<file path="src/rtl/cr16_psr.sv">
// cr16_psr: CR16 processor status register with per-opcode flag mask,
// one-deep interrupt shadow and Bcond/Jcond/Scond condition evaluation.
module cr16_psr #(
    parameter logic [4:0] RESET_PSR = 5'b00000
) (
    input  logic       I_CLK,
    input  logic       I_RESET,
    input  logic       I_ENABLE,
    input  logic [3:0] I_OPCODE,
    input  logic [4:0] I_STATUS,
    input  logic       I_WRITE,
    input  logic [4:0] I_WRITE_DATA,
    input  logic       I_SAVE,
    input  logic       I_RESTORE,
    input  logic [3:0] I_COND,
    output logic [4:0] O_PSR,
    output logic       O_COND_TRUE,
    output logic       O_SHADOW_VALID,
    output logic       O_ERROR
);
    logic [4:0] psr, shadow, masked, psr_next;
    logic       shadow_valid, error, restore_ok, cond_true;

    assign restore_ok = I_RESTORE && shadow_valid;

    // Arithmetic ops load every flag; logic/shift ops only touch Z.
    always_comb begin
        masked = I_OPCODE <= 4'd5  ? I_STATUS :
                 I_OPCODE <= 4'd13 ? {psr[4], I_STATUS[3], psr[2:0]} : psr;
        psr_next = restore_ok ? shadow :
                   I_WRITE    ? I_WRITE_DATA :
                   I_ENABLE   ? masked : psr;
    end

    always_ff @(posedge I_CLK or posedge I_RESET) begin
        if (I_RESET) begin
            psr          <= RESET_PSR;
            shadow       <= RESET_PSR;
            shadow_valid <= 1'b0;
            error        <= 1'b0;
        end else begin
            psr          <= psr_next;
            shadow       <= I_SAVE ? psr : shadow;
            shadow_valid <= I_SAVE ? 1'b1 : restore_ok ? 1'b0 : shadow_valid;
            error        <= I_RESTORE && !shadow_valid;
        end
    end

    // Flag layout: {N, Z, F, L, C}
    always_comb begin
        cond_true = 1'b0;
        case (I_COND)
            4'd0:    cond_true = psr[3];
            4'd1:    cond_true = !psr[3];
            4'd2:    cond_true = psr[0];
            4'd3:    cond_true = !psr[0];
            4'd4:    cond_true = psr[1];
            4'd5:    cond_true = !psr[1];
            4'd6:    cond_true = psr[4];
            4'd7:    cond_true = !psr[4];
            4'd8:    cond_true = psr[2];
            4'd9:    cond_true = !psr[2];
            4'd10:   cond_true = !psr[1] && !psr[3];
            4'd11:   cond_true = psr[1] || psr[3];
            4'd12:   cond_true = !psr[4] && !psr[3];
            4'd13:   cond_true = psr[4] || psr[3];
            4'd14:   cond_true = 1'b1;
            default: cond_true = 1'b0;
        endcase
    end

    assign O_PSR          = psr;
    assign O_COND_TRUE    = cond_true;
    assign O_SHADOW_VALID = shadow_valid;
    assign O_ERROR        = error;
endmodule

</file>
<file path="config.mk">
export PLATFORM = sky130hd
export DESIGN_NAME = cr16_psr
export DESIGN_NICKNAME = d
export VERILOG_FILES = /design/src/rtl/cr16_psr.sv
export SDC_FILE = /design/constraint.sdc
export NUM_CORES = 1
export LEC_CHECK = 0
export BUFFER_PORTS_ARGS = -buffer_cell sky130_fd_sc_hd__buf_2
export CAP_MARGIN = 10
export CORE_ASPECT_RATIO = 1.1
export CORE_MARGIN = 4
export CORE_UTILIZATION = 48
export DETAILED_ROUTE_END_ITERATION = 6
export MAX_ROUTING_LAYER = met4
export PLACE_DENSITY = 0.89
export SLEW_MARGIN = 20
export SYNTH_ARGS = -nofsm -noshare
export SYNTH_HDL_FRONTEND = slang
export SYNTH_SLANG_ARGS = --single-unit
</file>
<file path="constraint.sdc">
create_clock -name I_CLK -period 2.4 [get_ports I_CLK]
set_input_delay 0.24 -clock I_CLK [delete_from_list [all_inputs] [get_ports I_CLK]]
set_output_delay 0.24 -clock I_CLK [all_outputs]
set_load 0.005 [all_outputs]
</file>
==> out/qor.yml, run 1 <==
outcome: "finished, final reports clean"
ys_types: 28
cts.sinks: 12
cp-start-kind: "flip-flop"
setup-tns-final_ns: 0
vias_per_cell: 5.58
fin_worst_skew_ns: 0.00140
min_to: "O_ERROR"
ctsResizeCount: 0
start_util: 0.517
slew-limit-headroom: 0.702
setup_viol: 0
path_delay_family: "simple AND/OR/NAND/NOR gates"
grt_max_degree: 13
cts_tree: "built"
diodes: 0
core.rowCount: 14
synth.most_common_cell: "dfrtp_1"
yosysTopAreaCellShare: 0.415
synth-seq-area-share: 0.415
die_w_um: 45.0
min_from: "I_RESTORE"
rsz0062_at_grt: "false"
synth_compound_area_frac: 0.185
leakagePower_nw: 0.458
synthArstFlopShare: 1.00
clk_path_buf_depth: 2
ant_nets: 0
wire_per_inst_um: 13.7
cp_cell_sequence: "and2b_4 -> or3_1 -> a311oi_1 -> o32ai_1 -> buf_2"
netlist_area_um2: 724
track_usage: 0.173
min_path_cells: 3
die_area_um2: 2200
clk_latency_ns: 0.27
synth_area_per_cell_um2: 9.92
slew_violations: 0
rrSetupSlack_ns: 1.26
ys_warn_count: 0
slowest_stage: "dfrtp_1"
multiInputGateArea_um2: 383
syn-num-nets: 97
path_class: "reg2out"
fin_nets: 129
maxCapViolCount: 0
path_clk_slew_ns: 0.07
grt_pass1_vias: 660
period_share: 0.818
tightest_slew_ns: 0.446
drt_iter0_markers: 7
layout-drive-gt1-share: 0.365
top_usage_layer: "met2"
end_kind: "output port"
place_congestion: 0.883
grt_use_met2: 0.267
route.vias.total: 669
antenna_found_initial: 0
synth_top_area_cell: "dfrtp_1"
min_period_ns: 1.96
hold_viol: 0
area_growth_pct: 26.8
r2r-end: "O_PSR[3]"
firstDrtPassIters: 4
reg2regPathDepth: 3
worst-path-max-fanout: 4
core_um2: 1400
synth_top_family_by_area: "multiplexers"
numCtsBuffers: 3
grtUsageMet3: 0.0370
area.sequential_um2: 300
r2r-start: "O_PSR[3]"
use_met1: 0.206
worstPathBufferInverterCount: 1
overflow: 0
worst_ep_required_time_ns: 2.16
synth_xor_area_frac: 0
worst_hold_path_type: "in2reg"
synth-simple-area-share: 0.135
p_per_area_nw_per_um2: 615
wirelength_um: 1640
cp.arrival_ns: 1.72
synth_seq_cells: 12
syn_inst: 73
htreeDepth: 1
dp_hpwl_um: 1300
synth_edf_count: 0
synth_top_flop_cell: "dfrtp_1"
drc: 0
synthTopCellsByCount: "dfrtp_1 (12), nand2_1 (8), mux2_1 (7), inv_1 (5), mux2i_1 (5)"
max_freq_mhz: 509
muxShareOfSynthArea: 0.209
grt_pass1_wl_um: 2780
n_fill_cell: 126
timing.hold.ws_ns: 0.206
ir_worst_vdd_mv: 0.426
ys_top_cells_by_area: "dfrtp_1 (41%), mux2_1 (11%), mux2i_1 (6.9%)"
die_h_um: 48.7
io_buffers: 30
io_pins: 32
cts_root_buf: "clkbuf_4"
slowest_delay_ns: 0.41
synthAdderAreaFrac: 0
metrics by stage:
step / setup slack [ns] / util / instances / instance area, um^2 / total power, mW
CTS: 0.420 / 0.655 / 120 / 918 / 0.572
global placement: 0.699 / 0.622 / 115 / 872 / 0.401
global route: 0.371 / 0.655 / 120 / 918 / 0.608
finish: 0.437 / 0.655 / 120 / 918 / 0.565
detailed placement: 0.655 / 0.622 / 115 / 872 / 0.410
floorplan: 0.897 / - / 73 / 724 / 0.351
registers in the layout (all words and copies together) (netlist names):
name and cells:
O_SHADOW_VALID 1, O_ERROR 1, shadow 5, O_PSR 5
worst max-delay path by stage:
stage	startpoint	to	slack, ns	cells after the start
floorplan	O_PSR[0]	O_COND_TRUE	0.90	4
global placement	I_COND[3]	O_COND_TRUE	0.70	6
CTS	O_PSR[0]	O_COND_TRUE	0.42	5
finish	O_PSR[0]	O_COND_TRUE	0.44	5
global route	O_PSR[0]	O_COND_TRUE	0.37	5
detailed placement	I_COND[3]	O_COND_TRUE	0.65	6
power breakdown:
group,leakage (nW),switching (mW),total (mW),internal [mW]
Sequential,0.146,0.0325,0.270,0.238
Clock,0.0210,0.0670,0.159,0.0922
Combinational,0.291,0.0609,0.136,0.0747
repair_timing:
item                                   4_1_cts  5_1_grt
setup buffers                                0        0
endpoints found under the hold margin       12        0
hold buffers                                 1        0
worst register-to-register path: cells and delay by family, from the launching register on:
family          cells  cell delay [ns]
compound gates      3             0.56
flops               1             0.46
per-layer routing:
metal  wire length [um]  vias to the layer above
met2                827                       27
met3                128                        5
li1                   -                      330
met1                651                      307
met5                  0                        -
met4                 30                        0
cell usage in the layout, fill, tap and decap left out:
cell,count
nor3b_1,1
o21ai_1,4
or3_1,1
and2b_4,1
or3b_1,1
a21boi_1,2
buf_2,30
dlygate4sd3_1,1
inv_1,5
nor2_1,3
mux2_1,7
a221oi_1,1
mux2_2,2
and2_1,1
a31o_2,1
nand3_1,1
o32ai_1,1
nor4_1,1
nor2b_1,1
o21ai_0,3
clkbuf_8,1
mux2i_1,5
o311ai_0,1
a21o_1,1
o211ai_1,1
nand2_1,8
dfrtp_1,12
o31ai_1,1
clkbuf_4,3
a311oi_1,3
area by class of cell:
cell class              instances  share of cell area
clock buffers                   4              0.0395
inverters                       5              0.0204
flip-flops and latches         12               0.327
multi-input cells              52               0.417
repair buffers                 31               0.174
well taps                      16              0.0218
cells by family after synthesis:
group                  Yosys count
AO/OA/AOI/OAI                   19
multiplexers                    14
buffers and inverters            9
flip-flops                      12
AND/OR/NAND/NOR                 19
No activity file was read; power rests on OpenSTA's default activity.
==> inputs of run 2 (changes only) <==
CORE_UTILIZATION = 45   (was 48)
PLACE_DENSITY = 0.85   (was 0.89)
clock period = 1.9 ns   (was 2.4 ns; I/O delays follow)
==> run 2 against run 1 <==
  * Wire length increased by 8.4%
  * Hold slack got worse by 0.057 ns
  * Clock power decreased by 5%
  * Combinational power increased by 39%
  * Critical endpoint unchanged
  * Highest routed layer unchanged
==> out/qor.yml, run 2 (same netlist as run 1, synthesis figures left out) <==
outcome: "finished, final reports clean"  # unchanged
firstDrtPassIters: 4  # unchanged
cp.arrival_ns: 1.68  # was 1.72 ns
r2r-end: "O_PSR[3]"  # unchanged
setup-tns-final_ns: 0  # unchanged
end_kind: "output port"  # unchanged
antenna_found_initial: 0  # unchanged
fin_area_um2: 937  # was 918 um^2
clk_latency_ns: 0.27  # about the same
drc: 0  # unchanged
die_area_um2: 2320  # was 2200 um^2
die_h_um: 50.1  # was 48.7 um
worst-path-max-fanout: 3  # was 4
cts.sinks: 12  # unchanged
grt_max_degree: 13  # unchanged
core.rowCount: 14  # unchanged
grt_pass1_vias: 656  # was 660
drt_iter0_markers: 17  # was 7
dp_hpwl_um: 1300  # about the same
cts_tree: "built"  # unchanged
path_clk_slew_ns: 0.07  # about the same
start_util: 0.504  # was 0.517
numCtsBuffers: 3  # unchanged
maxCapViolCount: 0  # unchanged
overflow: 0  # unchanged
cp-start-kind: "flip-flop"  # unchanged
dpl_cell_area_um2: 872  # unchanged
wire_per_inst_um: 14.8  # was 13.7 um
crit_end: "O_COND_TRUE"  # unchanged
route.vias.total: 675  # was 669
io_pins: 32  # unchanged
fin_worst_skew_ns: 0.00128  # was 0.00140 ns
timing.hold.ws_ns: 0.149  # was 0.206 ns
grt_pass1_wl_um: 2700  # was 2780 um
track_usage: 0.163  # was 0.173
slew_violations: 0  # unchanged
core_um2: 1440  # was 1400 um^2
layout-drive-gt1-share: 0.413  # was 0.365
numPlacedInstances: 115  # unchanged
rrSetupSlack_ns: 0.80  # was 1.26 ns
slew-limit-headroom: 0.705  # was 0.702
place_congestion: 0.833  # was 0.883
diodes: 0  # unchanged
ir_worst_vdd_mv: 0.464  # was 0.426 mV
startpoint: "O_PSR[0]"  # unchanged
hold_viol: 0  # unchanged
leakagePower_nw: 0.461  # was 0.458 nW
p_per_area_nw_per_um2: 730  # was 615 nW/um^2
min_period_ns: 1.87
clk_path_buf_depth: 2  # unchanged
io_buffers: 30  # unchanged
instances_no_fill: 120  # unchanged
die_w_um: 46.3  # was 45.0 um
wirelength_um: 1780  # was 1640 um
r2r-start: "O_PSR[3]"  # unchanged
worst_ep_required_time_ns: 1.71  # was 2.16 ns
vias_per_cell: 5.63  # was 5.58
rsz0062_at_grt: "true"  # was false
worst_hold_path_type: "in2reg"  # unchanged
htreeDepth: 1  # unchanged
period_share: 0.985
reg2regPathDepth: 3  # unchanged
cts_root_buf: "clkbuf_4"  # unchanged
path_class: "reg2out"  # unchanged
n_fill_cell: 119  # was 126
final_common_cell: "buf_2"  # unchanged
most-common-layout-cells: "buf_2 (30), dfrtp_1 (11), nand2_1 (8)"  # was buf_2 (30), dfrtp_1 (12), nand2_1 (8)
area_growth_pct: 29.4  # was 26.8%
fin_nets: 130  # was 129
tightest_slew_ns: 0.442  # was 0.446 ns
setup_viol: 0  # unchanged
max_freq_mhz: 534
ant_nets: 0  # unchanged
==> run 2: metal layers <==
metal / vias to the layer above / global-route usage / routed length, um / part of all wire
li1: 334 / - / - / -
met1: 303 / 0.189 / 647 / 0.36
met2: 34 / 0.264 / 951 / 0.54
met3: 4 / 0.0109 / 139 / 0.078
met4: 0 / 0.0995 / 39 / 0.022
met5: - / - / 0 / 0
==> run 2: per-stage QoR <==
step	total power, mW	setup WS, ns	utilization
floorplan	0.444	0.447	-
CTS	0.674	0.0121	0.630
detailed placement	0.519	0.292	0.607
global placement	0.507	0.295	0.607
global route	0.733	-0.0504	0.652
finish	0.684	0.0277	0.652
==> run 2: power by group <==
group,switching [mW],internal (mW)
Clock,0.0778,0.0733
Sequential,0.0423,0.301
Combinational,0.0847,0.105
Total,0.205,0.479
==> run 2: timing repair <==
item                                   in CTS  in global routing
gates resized for setup                     0                  5
hold buffers                                1                  0
endpoints found under the hold margin      12                  0
buffers inserted                            0                  1
setup endpoints to repair                   0                  1
==> run 2: worst min-delay path by stage <==
stage | start | to | slack (ns) | cells past startpoint
2_1_floorplan | I_RESET | O_ERROR | 0.05 | 1
3_5_place_dp | I_RESET | O_ERROR | 0.22 | 2
4_1_cts | I_RESTORE | O_ERROR | 0.14 | 3
5_1_grt | I_RESTORE | O_ERROR | 0.15 | 3
3_3_place_gp | I_RESET | O_ERROR | 0.21 | 2
6_report | I_RESTORE | O_ERROR | 0.15 | 3
==> run 2: critical path: stages, from the launching register on <==
cell,delay [ns]
dfrtp_1,0.39
and2b_4,0.17
or3_4,0.36
a311oi_2,0.25
o32ai_2,0.10
buf_2,0.14
==> run 2: cell type report <==
| type | count | area [um^2] | share of cell area |
|---|---|---|---|
| inverter | 5 | 18.8 | 0.0200 |
| tap | 16 | 20.0 | 0.0214 |
| timing repair buffer | 32 | 168 | 0.179 |
| clock buffer | 3 | 22.5 | 0.0240 |
| multi-input combinational | 52 | 407 | 0.434 |
| sequential | 12 | 302 | 0.322 |
==> inputs of run 3 (changes only) <==
--- a/config.mk
+++ b/config.mk
@@ -11,6 +11,6 @@
 export CORE_MARGIN = 4
-export CORE_UTILIZATION = 45
+export CORE_UTILIZATION = 40
 export DETAILED_ROUTE_END_ITERATION = 6
 export MAX_ROUTING_LAYER = met4
-export PLACE_DENSITY = 0.85
+export PLACE_DENSITY = 0.77
 export SLEW_MARGIN = 20
==> constraint.sdc (replaced) <==
create_clock -name I_CLK -period 1.9 [get_ports I_CLK]
set_input_delay 0.38 -clock I_CLK [delete_from_list [all_inputs] [get_ports I_CLK]]
set_output_delay 0.38 -clock I_CLK [all_outputs]
set_load 0.005 [all_outputs]
==> run 3 against run 2 <==
  * The flow now finishes with violations (negative setup slack)
  * Power grew 7.5%
  * Clock skew is essentially flat
  * Wire length shrank 8.6%
  * Die area grew 10%
  * Core utilization shrank 7.3 points
  * Global-route usage shrank 2.7 points
  * Register-to-register slack gained 0.08 ns
  * Largest cell class unchanged
==> out/qor.yml, run 3 (same netlist as run 1, synthesis figures left out) <==
setup_viol: 1  # was 0
multiInputGateArea_um2: 389  # was 407 um^2
ir_worst_vdd_mv: 0.436  # was 0.464 mV
slowest_stage: "dfrtp_1"  # unchanged
reg2regPathDepth: 3  # unchanged
worstPathBufferInverterCount: 1  # unchanged
p_per_area_nw_per_um2: 777  # was 730 nW/um^2
hold_buffers: 0  # was 1
firstDrtPassIters: 4  # unchanged
most-common-layout-cells: "buf_2 (30), dfrtp_1 (12), nand2_1 (8)"  # was buf_2 (30), dfrtp_1 (11), nand2_1 (8)
path_delay_family: "simple AND/OR/NAND/NOR gates"  # unchanged
antenna_found_initial: 0  # unchanged
slew-limit-headroom: 0.707  # was 0.705
die_area_um2: 2560  # was 2320 um^2
place_congestion: 0.882  # was 0.833
met1_length_um: 671  # was 647 um
io_pins: 32  # unchanged
rrSetupSlack_ns: 0.88  # was 0.80 ns
htreeDepth: 1  # unchanged
path_clk_slew_ns: 0.08  # was 0.07 ns
vias_per_cell: 5.43  # was 5.63
min_period_ns: 2.01  # was 1.87 ns
clk_latency_ns: 0.27  # about the same
cts_root_buf: "clkbuf_4"  # unchanged
die_h_um: 52.6  # was 50.1 um
fin_worst_skew_ns: 0.00167  # was 0.00128 ns
die_w_um: 48.6  # was 46.3 um
diodes: 0  # unchanged
cp_cell_sequence: "and2b_4 -> or3_1 -> a311oi_2 -> o32ai_1 -> buf_2"  # was and2b_4 -> or3_4 -> a311oi_2 -> o32ai_2 -> buf_2
cts_tree: "built"  # unchanged
slowest_delay_ns: 0.40  # was 0.39 ns
drc: 0  # unchanged
worst_hold_path_type: "in2async"  # was in2reg
setup_slack_ns: -0.110  # was 0.0277 ns
maxCapViolCount: 0  # unchanged
cp-start-kind: "flip-flop"  # unchanged
instances_no_fill: 124  # was 120
r2r-start: "O_PSR[3]"  # unchanged
numCtsBuffers: 3  # unchanged
highest_layer: "met4"  # unchanged
wirelength_um: 1620  # was 1780 um
io_buffers: 30  # unchanged
p_total_mw: 0.735  # was 0.684 mW
r2r-end: "O_PSR[3]"  # unchanged
tightest_slew_ns: 0.439  # was 0.442 ns
wl_met2_um: 787  # was 951 um
rsz0062_at_grt: "true"  # unchanged
fin_nets: 132  # was 130
dp_hpwl_um: 1280  # was 1300 um
grt_pass1_vias: 588  # was 656
path_class: "reg2out"  # unchanged
final_common_cell: "buf_2"  # unchanged
max_freq_mhz: 498  # was 534 MHz
route.vias.total: 673  # was 675
ant_nets: 0  # unchanged
core_um2: 1630  # was 1440 um^2
cts.sinks: 12  # unchanged
overflow: 0  # unchanged
layout-drive-gt1-share: 0.402  # was 0.413
setup-tns-final_ns: -0.110  # was 0 ns
core.rowCount: 15  # was 14
area.sequential_um2: 300  # was 302 um^2
grt_pass1_wl_um: 2590  # was 2700 um
wl_met3_um: 148  # was 139 um
timing.hold.ws_ns: 0.0900  # was 0.149 ns
drt_iter0_markers: 5  # was 17
end_kind: "output port"  # unchanged
numPlacedInstances: 119  # was 115
start_util: 0.444  # was 0.504
wire_per_inst_um: 13.1  # was 14.8 um
cp.arrival_ns: 1.63  # was 1.68 ns
leakagePower_nw: 0.475  # was 0.461 nW
grt_max_degree: 13  # unchanged
slew_violations: 0  # unchanged
violations: "negative setup slack"
outcome: "finished, violations left"  # was finished, final reports clean
worst_ep_required_time_ns: 1.52  # was 1.71 ns
worst-path-max-fanout: 2  # was 3
hold_viol: 0  # unchanged
n_fill_cell: 142  # was 119
track_usage: 0.136  # was 0.163
clk_path_buf_depth: 2  # unchanged
area_growth_pct: 30.6  # was 29.4%
period_share: 1.06  # was 0.985
[run 3: worst max-delay path by stage]
stage	from	end	slack, ns	cells after the start
3_5_place_dp	I_COND[3]	O_COND_TRUE	0.004	6
4_1_cts	O_PSR[0]	O_COND_TRUE	-0.13	5
2_1_floorplan	I_COND[3]	O_COND_TRUE	0.22	5
6_report	O_PSR[0]	O_COND_TRUE	-0.11	5
3_3_place_gp	I_COND[3]	O_COND_TRUE	0.01	6
5_1_grt	O_PSR[0]	O_COND_TRUE	-0.16	5
[run 3: final cells by class]
cell class | instances | share of cell area
Multi-Input combinational cell | 52 | 0.411
Sequential cell | 12 | 0.317
Timing Repair Buffer | 34 | 0.190
Clock buffer | 4 | 0.0384
Tap cell | 17 | 0.0225
Inverter | 5 | 0.0198
[run 3: power breakdown]
| part | internal (mW) | switching, mW | total, mW |
|---|---|---|---|
| clock network | 0.117 | 0.0876 | 0.204 |
| registers | 0.300 | 0.0328 | 0.333 |
| logic | 0.109 | 0.0887 | 0.198 |
| total | 0.526 | 0.209 | 0.735 |
[run 3: layer usage]
layer / up-vias / track usage
met1: 306 / 0.155
met2: 28 / 0.217
met4: 0 / 0.0673
met5: - / -
met3: 4 / 0.0427
li1: 335 / -
[run 3: worst reg2reg max path: stages (launching register included)]
cell and delay, ns:
dfrtp_1 0.41, a21boi_1 0.13, a311oi_1 0.25, o31ai_1 0.10
[run 3: timing repair]
| item | in CTS | in global routing |
|---|---|---|
| setup buffers | 1 | 0 |
| pin swaps | 2 | 0 |
| hold endpoints to repair | 0 | 0 |
| setup endpoints to repair | 1 | 1 |
| resized for setup | 0 | 1 |
[run 3: per-stage QoR]
step,cell area [um^2],utilization,setup WS (ns)
after floorplan,724,-,0.220
after global placement,896,0.549,0.0147
after detailed placement,896,0.549,0.00380
after CTS,940,0.575,-0.131
after global routing,946,0.579,-0.157
final,946,0.579,-0.110
